<file path="src/rtl/systolic_host_loader.sv">
// Host-side initiator for the 4x4 systolic matrix controller: streams operands into
// memories A and B, runs the controller, then drains result memory C as a stream.
module systolic_host_loader #(
  parameter int unsigned N_WORDS     = 16,
  parameter int unsigned N_RESULTS   = 16,
  parameter int unsigned C_RD_LAT    = 1,
  parameter int unsigned RUN_TIMEOUT = 1023
) (
  input  logic        clk,
  input  logic        rst,
  input  logic        start,
  output logic        busy,
  input  logic        in_valid,
  output logic        in_ready,
  input  logic [15:0] in_data,
  output logic        w_en_A,
  output logic [6:0]  write_addr_A,
  output logic [15:0] write_data_A,
  output logic        w_en_B,
  output logic [6:0]  write_addr_B,
  output logic [15:0] write_data_B,
  output logic        en,
  input  logic        done,
  output logic [4:0]  read_addr_C,
  input  logic [15:0] read_data_C,
  output logic        out_valid,
  input  logic        out_ready,
  output logic [15:0] out_data,
  output logic        out_last,
  output logic        timeout
);

  localparam int unsigned AW = 7;
  localparam int unsigned CW = 5;
  localparam int unsigned LW = 2;
  localparam int unsigned TW = $clog2(RUN_TIMEOUT + 1);

  localparam logic [AW-1:0] WORD_LAST = AW'(N_WORDS - 1);
  localparam logic [CW-1:0] RES_LAST  = CW'(N_RESULTS - 1);
  localparam logic [LW-1:0] LAT_LAST  = LW'(C_RD_LAT - 1);
  localparam logic [TW-1:0] TMR_LAST  = TW'(RUN_TIMEOUT - 1);

  typedef enum logic [2:0] {
    S_IDLE,
    S_LOAD_A,
    S_LOAD_B,
    S_ARM,
    S_WAIT,
    S_DRAIN
  } state_t;

  state_t          state;
  logic [AW-1:0]   cnt;
  logic [CW-1:0]   idx;
  logic [LW-1:0]   lat_cnt;
  logic [TW-1:0]   tmr;
  logic            rd_pend;
  logic            hs;

  assign hs = in_valid & in_ready;

  always_ff @(posedge clk) begin
    if (rst) begin
      state        <= S_IDLE;
      cnt          <= '0;
      idx          <= '0;
      lat_cnt      <= '0;
      tmr          <= '0;
      rd_pend      <= 1'b0;
      busy         <= 1'b0;
      in_ready     <= 1'b0;
      w_en_A       <= 1'b0;
      write_addr_A <= '0;
      write_data_A <= '0;
      w_en_B       <= 1'b0;
      write_addr_B <= '0;
      write_data_B <= '0;
      en           <= 1'b0;
      read_addr_C  <= '0;
      out_valid    <= 1'b0;
      out_data     <= '0;
      out_last     <= 1'b0;
      timeout      <= 1'b0;
    end else begin
      w_en_A <= 1'b0;
      w_en_B <= 1'b0;

      unique case (state)
        S_IDLE: begin
          if (start) begin
            state    <= S_LOAD_A;
            busy     <= 1'b1;
            in_ready <= 1'b1;
            cnt      <= '0;
            timeout  <= 1'b0;
          end
        end

        S_LOAD_A: begin
          if (hs) begin
            w_en_A       <= 1'b1;
            write_addr_A <= cnt;
            write_data_A <= in_data;
            if (cnt == WORD_LAST) begin
              cnt   <= '0;
              state <= S_LOAD_B;
            end else begin
              cnt <= cnt + AW'(1);
            end
          end
        end

        // Last B word closes the input port and starts the controller in the same edge.
        S_LOAD_B: begin
          if (hs) begin
            w_en_B       <= 1'b1;
            write_addr_B <= cnt;
            write_data_B <= in_data;
            if (cnt == WORD_LAST) begin
              cnt      <= '0;
              in_ready <= 1'b0;
              en       <= 1'b1;
              tmr      <= '0;
              state    <= S_ARM;
            end else begin
              cnt <= cnt + AW'(1);
            end
          end
        end

        // A done left high from the previous job must drop before it can count.
        S_ARM: begin
          if (tmr == TMR_LAST) begin
            timeout <= 1'b1;
            en      <= 1'b0;
            busy    <= 1'b0;
            state   <= S_IDLE;
          end else begin
            tmr <= tmr + TW'(1);
            if (!done) state <= S_WAIT;
          end
        end

        S_WAIT: begin
          if (done) begin
            en          <= 1'b0;
            idx         <= '0;
            read_addr_C <= '0;
            lat_cnt     <= '0;
            rd_pend     <= 1'b1;
            state       <= S_DRAIN;
          end else if (tmr == TMR_LAST) begin
            timeout <= 1'b1;
            en      <= 1'b0;
            busy    <= 1'b0;
            state   <= S_IDLE;
          end else begin
            tmr <= tmr + TW'(1);
          end
        end

        // One read in flight at a time; the next address goes out after the consumer takes the word.
        S_DRAIN: begin
          if (rd_pend) begin
            if (lat_cnt == LAT_LAST) begin
              out_data  <= read_data_C;
              out_valid <= 1'b1;
              out_last  <= (idx == RES_LAST);
              rd_pend   <= 1'b0;
            end else begin
              lat_cnt <= lat_cnt + LW'(1);
            end
          end else if (out_valid && out_ready) begin
            out_valid <= 1'b0;
            out_last  <= 1'b0;
            if (out_last) begin
              busy  <= 1'b0;
              state <= S_IDLE;
            end else begin
              idx         <= idx + CW'(1);
              read_addr_C <= idx + CW'(1);
              lat_cnt     <= '0;
              rd_pend     <= 1'b1;
            end
          end
        end

        default: begin
          state <= S_IDLE;
        end
      endcase
    end
  end

endmodule

</file>
<file path="config.mk">
export PLATFORM = sky130hd
export DESIGN_NAME = systolic_host_loader
export DESIGN_NICKNAME = d
export VERILOG_FILES = /design/src/rtl/systolic_host_loader.sv
export SDC_FILE = /design/constraint.sdc
export NUM_CORES = 1
export LEC_CHECK = 0
export CORE_MARGIN = 8
export CORE_UTILIZATION = 50
export CTS_BUF_LIST = sky130_fd_sc_hd__clkbuf_16
export DETAILED_ROUTE_END_ITERATION = 8
export GPL_TIMING_DRIVEN = 0
export PLACE_DENSITY = 0.89
export SKIP_CTS_REPAIR_TIMING = 1
export SYNTH_ARGS = -nofsm -noshare
export SYNTH_HDL_FRONTEND = slang
export SYNTH_SLANG_ARGS = --single-unit
export TNS_END_PERCENT = 5
</file>
<file path="constraint.sdc">
create_clock -name clk -period 4.46 [get_ports clk]
set_clock_uncertainty 0.15 [all_clocks]
set_input_delay 0.892 -clock clk [delete_from_list [all_inputs] [get_ports clk]]
set_output_delay 0.892 -clock clk [all_outputs]
set_load 0.005 [all_outputs]
</file>
==> impl_metrics.env <==
export IMPL_synth_area_top_cells="sky130_fd_sc_hd__dfxtp_1, sky130_fd_sc_hd__nand2_1, sky130_fd_sc_hd__a21oi_1"
export IMPL_multi_input_gate_area_in_the_final_layout_mm2=0.00210
export IMPL_synth_sequential_area_ratio_pct=45.8
export IMPL_tritoncts_num_buffers=9
export IMPL_place_hpwl_um=9120
export IMPL_run_status="completed"
export IMPL_numPlacedInstances=734
export IMPL_cts_tree="done"
export IMPL_crit_path_top_cell_by_count="sky130_fd_sc_hd__nand2_1"
export IMPL_drc=0
export IMPL_track_usage_pct=20.8
export IMPL_cell_with_the_biggest_individual_delay_on_the_critical_path="sky130_fd_sc_hd__or4b_2"
export IMPL_timing_fmax_ghz=0.372
export IMPL_synthesis_nets=561
export IMPL_stdcell_count=750
export IMPL_finalMaxSlewViolations=0
export IMPL_cts_max_level=3
export IMPL_floorplan_initialDensity_pct=51.8
export IMPL_power_density_mw_per_mm2=358
export IMPL_drt_iter0_drc=197
export IMPL_worst_slew_pin_transition_ns=0.605
export IMPL_rsz0062_at_grt="no"
export IMPL_synthDistinctLibCells=59
export IMPL_ant_nets=0
export IMPL_hold_class="flop to flop"
export IMPL_port_buffer_count=112
export IMPL_number_of_flops_mapped_to_enable_cells_by_yosys=0
export IMPL_grt_first_pass_wirelength_um=19900
export IMPL_clk_latency_ns=0.34
export IMPL_gp_congestion=0.888
export IMPL_slew_limit_headroom_pct=59.2
export IMPL_timing_setup_critical_path_class="input pin to flop"
export IMPL_layout_drive_gt1_share_pct=7.29
export IMPL_critPathMaxStageDelay_ns=0.63
export IMPL_clock_sinks=98
export IMPL_initial_antenna_violation_count=0
export IMPL_syn_cell_area_mm2=0.00428
export IMPL_drt_wl_total_um=12500
export IMPL_num_nets_final=684
export IMPL_synth_seq_cells=98
export IMPL_fin_total_pwr_w=0.00209
export IMPL_area_growth_synth_to_final_pct=36.4
export IMPL_synth_most_common_cell="sky130_fd_sc_hd__nand2_1"
export IMPL_floorplan_rows=33
export IMPL_cp_cell_sequence="clkdlybuf4s50_1 > nand2_1 > or4b_2 > clkbuf_1 > buf_2 > nand2_1 > a21oi_1"
export IMPL_clock_pin_slew_on_the_worst_setup_and_hold_paths_ns=0.07
export IMPL_worst_path_buf_inv=3
export IMPL_globalRouteOverflowTotal=0
export IMPL_nFillCells=633
export IMPL_synth_async_reset_ratio_pct=0
export IMPL_maxCapViolCount=0
export IMPL_area_sequential_mm2=0.00196
export IMPL_power_static_leakage_nw=1.98
export IMPL_final_setup_viol_count=0
export IMPL_syn_instance_count=517
export IMPL_io_pins=113
export IMPL_routed_length_per_placed_instance_um=16.6
export IMPL_setup_total_negative_slack_ns=0
export IMPL_hold_viol_final=0
export IMPL_worst_path_dominant_cell_family="buffers and inverters"
export IMPL_root_buffer="sky130_fd_sc_hd__clkbuf_16"
export IMPL_worstSetupStartpointType="input pin"
export IMPL_core_area_mm2=0.00826
export IMPL_crit_path_dat_ns=2.75
export IMPL_die_area_mm2=0.0118
export IMPL_die_width_um=109
export IMPL_mean_area_per_synthesized_cell_um2=8.28
export IMPL_drtPass1Iterations=5
export IMPL_num_antenna_cells=0
export IMPL_grt_start_max_net_pins=21
export IMPL_cts_buffer_depth=2
export IMPL_cp_end_kind="flop"
export IMPL_synth_flop_cell="sky130_fd_sc_hd__dfxtp_1"
export IMPL_synth_cells_most_frequent="sky130_fd_sc_hd__nand2_1, sky130_fd_sc_hd__dfxtp_1, sky130_fd_sc_hd__a21oi_1"
export IMPL_data_required_time_at_the_worst_endpoint_ns=4.52
export IMPL_route_vias_total=4307
export IMPL_post_synth_top_area_cell="sky130_fd_sc_hd__dfxtp_1"
export IMPL_die_span_in_y_um=109
export IMPL_final_critical_period_ns=2.69
export IMPL_timing_final_crit_share_pct=60.2
export IMPL_ir_worst_vdd_uv=219
export IMPL_route_detailed_vias_per_inst=5.74
export IMPL_timing_critical_path_fanout_max=10
export IMPL_synthesis_warning_total=0
export IMPL_first_global_vias=4155
export IMPL_synth_largest_type_area_fraction_pct=45.8
-- layer usage --
layer / GRT usage [%] / wire length (µm) / vias to the layer above
li1: - / - / 2073
met4: 11.3 / 376 / 0
met1: 23.9 / 5030 / 2023
met3: 4.94 / 989 / 34
met5: 0 / 0 / -
met2: 35.0 / 6090 / 177
-- final timing paths --
path	end	slack, ns	cells after the start	start
hold reg to reg	out_data[12]	0.31	2	out_data[12]
setup / recovery	write_addr_A[5]	1.77	7	in_valid
setup reg to reg	write_addr_A[4]	2.33	5	state[2]
hold / removal	out_data[12]	0.31	2	out_data[12]
-- worst reg2reg max path, stage by stage, from the launching register on --
cell and delay, ns:
sky130_fd_sc_hd__dfxtp_1 0.39, sky130_fd_sc_hd__buf_2 0.23, sky130_fd_sc_hd__nor4b_2 0.58, sky130_fd_sc_hd__clkbuf_1 0.44
sky130_fd_sc_hd__nand2_1 0.10, sky130_fd_sc_hd__a21oi_1 0.17
-- cell type report --
cell class / count / area share [%]
Tap cell: 105 / 2.25
Multi-Input combinational cell: 371 / 36.0
Clock inverter: 7 / 1.39
Buffer: 37 / 3.02
Sequential cell: 98 / 33.6
Timing Repair Buffer: 112 / 19.2
Clock buffer: 9 / 3.86
Inverter: 11 / 0.707
-- kinds of logic (layout without fill, tap and decap cells) --
| group | Yosys count | count (layout) | synth area share, % |
|---|---|---|---|
| fa+ha+maj | 6 | 6 | 1.75 |
| compound gates | 137 | 137 | 20.1 |
| xor+xnor | 1 | 1 | 0.205 |
| buf+inv | 48 | 176 | 5.09 |
| simple gates | 220 | 220 | 25.4 |
| mux | 7 | 7 | 1.70 |
| flops | 98 | 98 | 45.8 |
-- where the power goes --
group,internal (W),leakage (nW),switching (W)
Sequential,0.000909,0.791,0.0000331
Clock,0.000400,0.150,0.000376
Combinational,0.000174,1.04,0.000201
Total,0.00148,1.98,0.000610
-- stage by stage --
stage	hold WS [ns]	worst slack (ns)	cell area, µm²	utilization, %
final	0.308	1.77	5840	70.7
after global routing	0.323	1.63	5840	70.7
after CTS	0.306	1.78	5840	70.7
after detailed placement	0.296	1.44	5530	67.0
after global placement	0.291	1.47	5530	67.0
after floorplan	0.299	2.18	4280	-
-- cell usage in the layout, fill, tap and decap left out, types with 3 or more instances in the layout --
| cell type | instances |
|---|---|
| sky130_fd_sc_hd__nor3_1 | 6 |
| sky130_fd_sc_hd__a21oi_1 | 84 |
| sky130_fd_sc_hd__and4_1 | 3 |
| sky130_fd_sc_hd__ha_1 | 6 |
| sky130_fd_sc_hd__o31ai_1 | 11 |
| sky130_fd_sc_hd__nand2b_1 | 3 |
| sky130_fd_sc_hd__nand2_1 | 134 |
| sky130_fd_sc_hd__o41ai_1 | 5 |
| sky130_fd_sc_hd__clkbuf_16 | 9 |
| sky130_fd_sc_hd__and2_1 | 3 |
| sky130_fd_sc_hd__nand4_1 | 7 |
| sky130_fd_sc_hd__nor2_1 | 12 |
| sky130_fd_sc_hd__a311oi_1 | 3 |
| sky130_fd_sc_hd__nor2b_1 | 4 |
| sky130_fd_sc_hd__and3_1 | 5 |
| sky130_fd_sc_hd__clkbuf_1 | 21 |
| sky130_fd_sc_hd__inv_1 | 11 |
| sky130_fd_sc_hd__mux2i_1 | 5 |
| sky130_fd_sc_hd__a22oi_1 | 3 |
| sky130_fd_sc_hd__clkdlybuf4s50_1 | 112 |
| sky130_fd_sc_hd__buf_2 | 12 |
| sky130_fd_sc_hd__o21bai_1 | 3 |
| sky130_fd_sc_hd__dfxtp_1 | 98 |
| sky130_fd_sc_hd__a2111o_1 | 3 |
| sky130_fd_sc_hd__o21ai_0 | 6 |
| sky130_fd_sc_hd__nand3b_1 | 3 |
| sky130_fd_sc_hd__a31oi_1 | 3 |
| sky130_fd_sc_hd__nand3_1 | 9 |
| sky130_fd_sc_hd__or4_1 | 11 |
-- flip-flops by register name, indices dropped and copies added, names as in the netlist, 2 cells and up --
signal,count
idx,5
out_data,16
write_addr_A,7
write_data_A,16
lat_cnt,2
write_addr_B,7
write_data_B,16
cnt,7
tmr,10
state,3
Power figures use the tool's default switching activity.
